==> src/rtl/barrel_pkg.sv <==
// Shared definitions for the barrel rotator scheduler: default widths,
// FSM state encoding and requester ID constants.
package barrel_pkg;

    localparam int DATA_W_DEF = 8;
    localparam int SEL_W_DEF  = 3;
    localparam int CNT_W_DEF  = 4;

    typedef enum logic [1:0] {
        IDLE = 2'd0,
        LOAD = 2'd1,
        ROT  = 2'd2,
        DONE = 2'd3
    } state_t;

    localparam logic REQ_ID0 = 1'b0;
    localparam logic REQ_ID1 = 1'b1;

endpackage

==> src/rtl/barrel2.sv <==
// Registered left rotator: each clock edge rotates either the freshly loaded
// word or the current output by Select bit positions.
module barrel2 #(
    parameter int data_size = 8,
    localparam int SW = $clog2(data_size)
) (
    input  logic                 clk,
    input  logic                 reset,
    input  logic                 Load,
    input  logic [SW-1:0]        Select,
    input  logic [data_size-1:0] Data_in,
    output logic [data_size-1:0] Data_out
);

    localparam logic [SW:0] FULL = (SW+1)'(data_size);

    logic [data_size-1:0] src;
    logic [SW:0]          back;

    // Pick the rotate source and the complementary shift for the wrapped bits.
    always_comb begin
        src  = Load ? Data_in : Data_out;
        back = FULL - {1'b0, Select};
    end

    // Rotate once per clock; a zero Select leaves the word unchanged.
    always_ff @(posedge clk or posedge reset) begin
        if (reset) begin
            Data_out <= '0;
        end else begin
            Data_out <= (src << Select) | (src >> back);
        end
    end

endmodule

==> src/rtl/barrel_rot_sched.sv <==
// Round-robin scheduler sharing one barrel2 rotator between two requesters.
// A command rotates its word by sel once per pass, cnt passes in total, and
// the result is returned with the issuing requester's ID.
module barrel_rot_sched
    import barrel_pkg::*;
#(
    parameter int DATA_W = DATA_W_DEF,
    parameter int SEL_W  = SEL_W_DEF,
    parameter int CNT_W  = CNT_W_DEF
) (
    input  logic              clk,
    input  logic              reset_n,
    input  logic              req0_valid,
    output logic              req0_ready,
    input  logic [DATA_W-1:0] req0_data,
    input  logic [SEL_W-1:0]  req0_sel,
    input  logic [CNT_W-1:0]  req0_cnt,
    input  logic              req1_valid,
    output logic              req1_ready,
    input  logic [DATA_W-1:0] req1_data,
    input  logic [SEL_W-1:0]  req1_sel,
    input  logic [CNT_W-1:0]  req1_cnt,
    output logic              res_valid,
    input  logic              res_ready,
    output logic [DATA_W-1:0] res_data,
    output logic              res_id,
    output logic              busy
);

    localparam logic [CNT_W-1:0] CNT_ONE = CNT_W'(1);

    state_t            state;
    logic              rr_ptr;
    logic [DATA_W-1:0] cap_data;
    logic [SEL_W-1:0]  cap_sel;
    logic [CNT_W-1:0]  cap_cnt;
    logic [CNT_W-1:0]  remaining;

    logic              grant_any;
    logic              grant_id;
    logic              brl_load;
    logic [SEL_W-1:0]  brl_sel;
    logic [DATA_W-1:0] brl_out;

    // Arbitration: only in IDLE and out of reset; rr_ptr breaks ties.
    always_comb begin
        grant_any = 1'b0;
        grant_id  = REQ_ID0;
        if (state == IDLE && reset_n) begin
            if (req0_valid && req1_valid) begin
                grant_any = 1'b1;
                grant_id  = rr_ptr;
            end else if (req0_valid) begin
                grant_any = 1'b1;
                grant_id  = REQ_ID0;
            end else if (req1_valid) begin
                grant_any = 1'b1;
                grant_id  = REQ_ID1;
            end
        end
    end

    assign req0_ready = grant_any && (grant_id == REQ_ID0);
    assign req1_ready = grant_any && (grant_id == REQ_ID1);

    // Rotator controls: load on the first pass, keep rotating in ROT, hold otherwise.
    always_comb begin
        brl_load = 1'b0;
        brl_sel  = '0;
        case (state)
            LOAD: begin
                brl_load = 1'b1;
                brl_sel  = (cap_cnt == '0) ? '0 : cap_sel;
            end
            ROT:     brl_sel = cap_sel;
            default: brl_sel = '0;
        endcase
    end

    barrel2 #(.data_size(DATA_W)) u_brl (
        .clk      (clk),
        .reset    (~reset_n),
        .Load     (brl_load),
        .Select   (brl_sel),
        .Data_in  (cap_data),
        .Data_out (brl_out)
    );

    assign res_data = brl_out;

    // Command FSM: capture, count passes, present the result until it is taken.
    always_ff @(posedge clk or negedge reset_n) begin
        if (!reset_n) begin
            state     <= IDLE;
            rr_ptr    <= 1'b0;
            cap_data  <= '0;
            cap_sel   <= '0;
            cap_cnt   <= '0;
            remaining <= '0;
            res_id    <= 1'b0;
            res_valid <= 1'b0;
            busy      <= 1'b0;
        end else begin
            case (state)
                IDLE: begin
                    if (grant_any) begin
                        cap_data <= grant_id ? req1_data : req0_data;
                        cap_sel  <= grant_id ? req1_sel  : req0_sel;
                        cap_cnt  <= grant_id ? req1_cnt  : req0_cnt;
                        res_id   <= grant_id;
                        rr_ptr   <= ~grant_id;
                        busy     <= 1'b1;
                        state    <= LOAD;
                    end
                end
                LOAD: begin
                    remaining <= cap_cnt - CNT_ONE;
                    if (cap_cnt == '0 || cap_cnt == CNT_ONE) begin
                        res_valid <= 1'b1;
                        state     <= DONE;
                    end else begin
                        state     <= ROT;
                    end
                end
                ROT: begin
                    remaining <= remaining - CNT_ONE;
                    if (remaining == CNT_ONE) begin
                        res_valid <= 1'b1;
                        state     <= DONE;
                    end
                end
                DONE: begin
                    if (res_ready) begin
                        res_valid <= 1'b0;
                        busy      <= 1'b0;
                        state     <= IDLE;
                    end
                end
                default: state <= IDLE;
            endcase
        end
    end

endmodule

==> config.mk <==
export PLATFORM = sky130hd
export DESIGN_NAME = barrel_rot_sched
export DESIGN_NICKNAME = d
export VERILOG_FILES = /design/src/rtl/barrel_pkg.sv /design/src/rtl/barrel2.sv /design/src/rtl/barrel_rot_sched.sv
export SDC_FILE = /design/constraint.sdc
export NUM_CORES = 1
export LEC_CHECK = 0
export ABC_AREA = 0
export CORE_ASPECT_RATIO = 0.6
export CORE_MARGIN = 2
export CORE_UTILIZATION = 52
export DETAILED_ROUTE_END_ITERATION = 6
export HOLD_SLACK_MARGIN = 0.02
export MAX_ROUTING_LAYER = met4
export PLACE_DENSITY = 0.76
export SYNTH_ARGS = -nofsm -noshare
export SYNTH_HDL_FRONTEND = slang
export SYNTH_HIERARCHICAL = 1
export SYNTH_SLANG_ARGS = --single-unit
==> constraint.sdc <==
create_clock -name clk -period 3.7 [get_ports clk]
set_clock_uncertainty 0.05 [all_clocks]
set_input_delay 0.37 -clock clk [delete_from_list [all_inputs] [get_ports clk]]
set_output_delay 0.37 -clock clk [all_outputs]
set_load 0.02 [all_outputs]
==> flow_summary.json <==
{
  "n_antenna_cell": 0,
  "postLayoutCoreUtil": 0.6717,
  "cts_root_buffer": "clkbuf_8",
  "gr-total-overflow": 0,
  "worstPathBufferInverterCount": 2,
  "routabilityCongestion": 0.9912,
  "hpwl_um": 4768,
  "rsz0062_at_grt": "false",
  "netlist.area_leader.share": 0.3335,
  "async_flop_share": 1.000,
  "route.detailed.wl_per_inst_um": 18.23,
  "power_density_nw_per_um2": 967.9,
  "crit_path_start": "state[0]",
  "cp-end-kind": "flip-flop",
  "clock_sinks": 33,
  "grt_max_degree": 30,
  "dieArea_um2": 5348,
  "yosysTopAreaCell": "dfrtp_1",
  "synthAdderAreaFrac": 0.05558,
  "die_h_um": 57.45,
  "synth-edff-count": 0,
  "synth-main-ff-cell": "dfrtp_1",
  "avgViaCountPerCell": 6.185,
  "cp_top_family": "adder cells",
  "layout_common_cells": "clkdlybuf4s50_1 (47), dfrtp_1 (33), mux2i_1 (25), o21ai_0 (20), nand2_1 (17)",
  "die_w_um": 93.09,
  "crit_required_ns": 3.82,
  "slew_headroom": 0.6251,
  "status": "finished clean",
  "critPathMaxFanout": 11,
  "drtAntennaViolNets": 0,
  "avgSynthCellArea_um2": 10.49,
  "grt_pass1_vias": 1941,
  "irDropWorstVdd_mv": 0.4712,
  "synth_area_um2": 2476,
  "period_share": 0.9204,
  "drt_iter0_markers": 165,
  "synth_compound_area_frac": 0.1748,
  "cp_slowest_stage_delay_ns": 0.54,
  "initial_core_util": 0.5397,
  "ys_ff_latch": 33,
  "areaGrowthSynthToFinish_pct": 24.46,
  "drive_above_1_share": 0.1025,
  "tightest_slew_ns": 0.5468,
  "cp-start-kind": "flip-flop",
  "antenna_found_initial": 0,
  "synth.top_cells.by_area": "dfrtp_1 (33%), mux2i_1 (10%), mux4_2 (10%)",
  "via_count": 2140,
  "numCtsBuffers": 5,
  "setup_viol": 0,
  "clkLatencyLatePin_ns": 0.29,
  "num-nets-final": 328,
  "clockBufferDepth": 2,
  "io_buffer_count": 47,
  "hold_buffers": 0,
  "synth_xor_xnor_area_share": 0.007074,
  "leakage_nw": 1.294,
  "grt_pass1_wl_um": 10350,
  "hp-class": "input port to asynchronous set/reset pin",
  "rows": 19,
  "h-tree-depth": 2,
  "crit_chain": "inv_1 > ha_1 > o21a_1 > and2_1 > clkinv_1 > ha_1 > mux4_2 > mux2i_1 > a2bb2oi_1 > o31ai_1",
  "cts_setup_buffers": 0,
  "cp_slowest_cell": "ha_1",
  "firstDrtPassIters": 5,
  "cts.clk_slew.worst_paths_ns": 0.08,
  "core_area_um2": 4588,
  "cp.arrival_ns": 3.53,
  "r2r-start": "state[0]",
  "hold_violations": 0,
  "final_common_cell": "clkdlybuf4s50_1",
  "drv_cap": 0,
  "synth-simple-area-share": 0.1036,
  "ys_warn_count": 6,
  "io_pins": 48,
  "finalSetupTns_ns": 0,
  "syn-instance-count": 236,
  "cts_resized": 0,
  "synthMuxAreaShare": 0.2587,
  "max_freq_mhz": 293.6,
  "final_max_slew_viol_count": 0,
  "track_usage": 0.2633,
  "timing.final.crit_period_ns": 3.406,
  "synth_cell_type_count": 45,
  "synth_top_family_by_area": "multiplexers",
  "cpMostUsedCell": "ha_1",
  "drc_errors": 0,
  "finalWirelength_um": 6309,
  "yosysSeqAreaShare": 0.3335,
  "cts_tree": "done",
  "syn-num-nets": 282,
  "crit_type": "flip-flop to flip-flop"
}
[Yosys cell counts, types with 2 or more instances]
master	number
nor2_1	12
nor3_1	5
nand2_1	17
a21oi_1	7
buf_6	4
o211ai_1	4
nand3_1	10
o21a_1	2
buf_2	2
o22ai_1	3
a21o_1	6
mux4_2	11
mux4_1	5
a22o_1	4
or3_1	2
mux2i_1	25
o31ai_1	2
a21oi_2	2
clkinv_1	2
o21ai_0	20
clkbuf_1	6
inv_1	14
dfrtp_1	33
xor2_1	2
ha_1	11
and2_1	4
o221ai_1	3
[report_power, final]
group,switching [mW],internal [mW]
logic,0.956,0.881
clock network,0.143,0.220
registers,0.234,0.548
[cells by family (layout without fill, tap and decap cells)]
group                    after synthesis  count (layout)
flip-flops                            33              33
XOR/XNOR                               2               2
adder cells (fa/ha/maj)               11              11
AND/OR/NAND/NOR                       55              55
multiplexers                          42              42
buffers and inverters                 30              77
AO/OA/AOI/OAI                         63              63
[final timing paths]
path	endpoint	slack (ns)	cells after the start
hold reg to reg	cap_sel[1]	0.43	2
setup reg to reg	u_brl/Data_out[0]	0.29	10
hold / removal	res_valid	0.28	1
setup / recovery	u_brl/Data_out[0]	0.29	10
max in group asynchronous	u_brl/Data_out[0]	2.37	4
min in group clk	cap_sel[1]	0.43	2
[routing by layer]
layer	up-vias	GRT usage	routed length [um]
li1	978	-	-
met1	1015	0.4012	3033
met2	139	0.3344	2426
met3	8	0.08983	792
met4	0	0.05882	56
met5	-	-	0
[final cells by class]
type                            instances  area, um^2
Sequential cell                        33       825.8
Clock inverter                          1       30.03
Multi-Input combinational cell        173        1485
Tap cell                               63       78.83
Inverter                               16       60.06
Timing Repair Buffer                   53       515.5
Fill cell                             353        1506
Clock buffer                            7       86.33
[sequential cells by signal, summed over array words and instances, names as in the netlist, 2 cells and up]
| signal | count |
|---|---|
| cap_sel | 3 |
| cap_cnt | 4 |
| cap_data | 8 |
| state | 2 |
| u_brl/Data_out | 8 |
| remaining | 4 |
[per-stage QoR]
step	worst slack [ns]	hold slack [ns]	cells	power, mW	instance area [um^2]
floorplan	0.6049	0.02441	236	2.091	2476
global placement	0.4948	0.4115	338	2.562	2965
detailed placement	0.3596	0.4129	338	2.572	2965
CTS	0.3535	0.2884	346	2.940	3082
global route	0.03093	0.2953	346	3.185	3082
finish	0.2945	0.2845	346	2.983	3082
No activity file was read; power rests on OpenSTA's default activity.
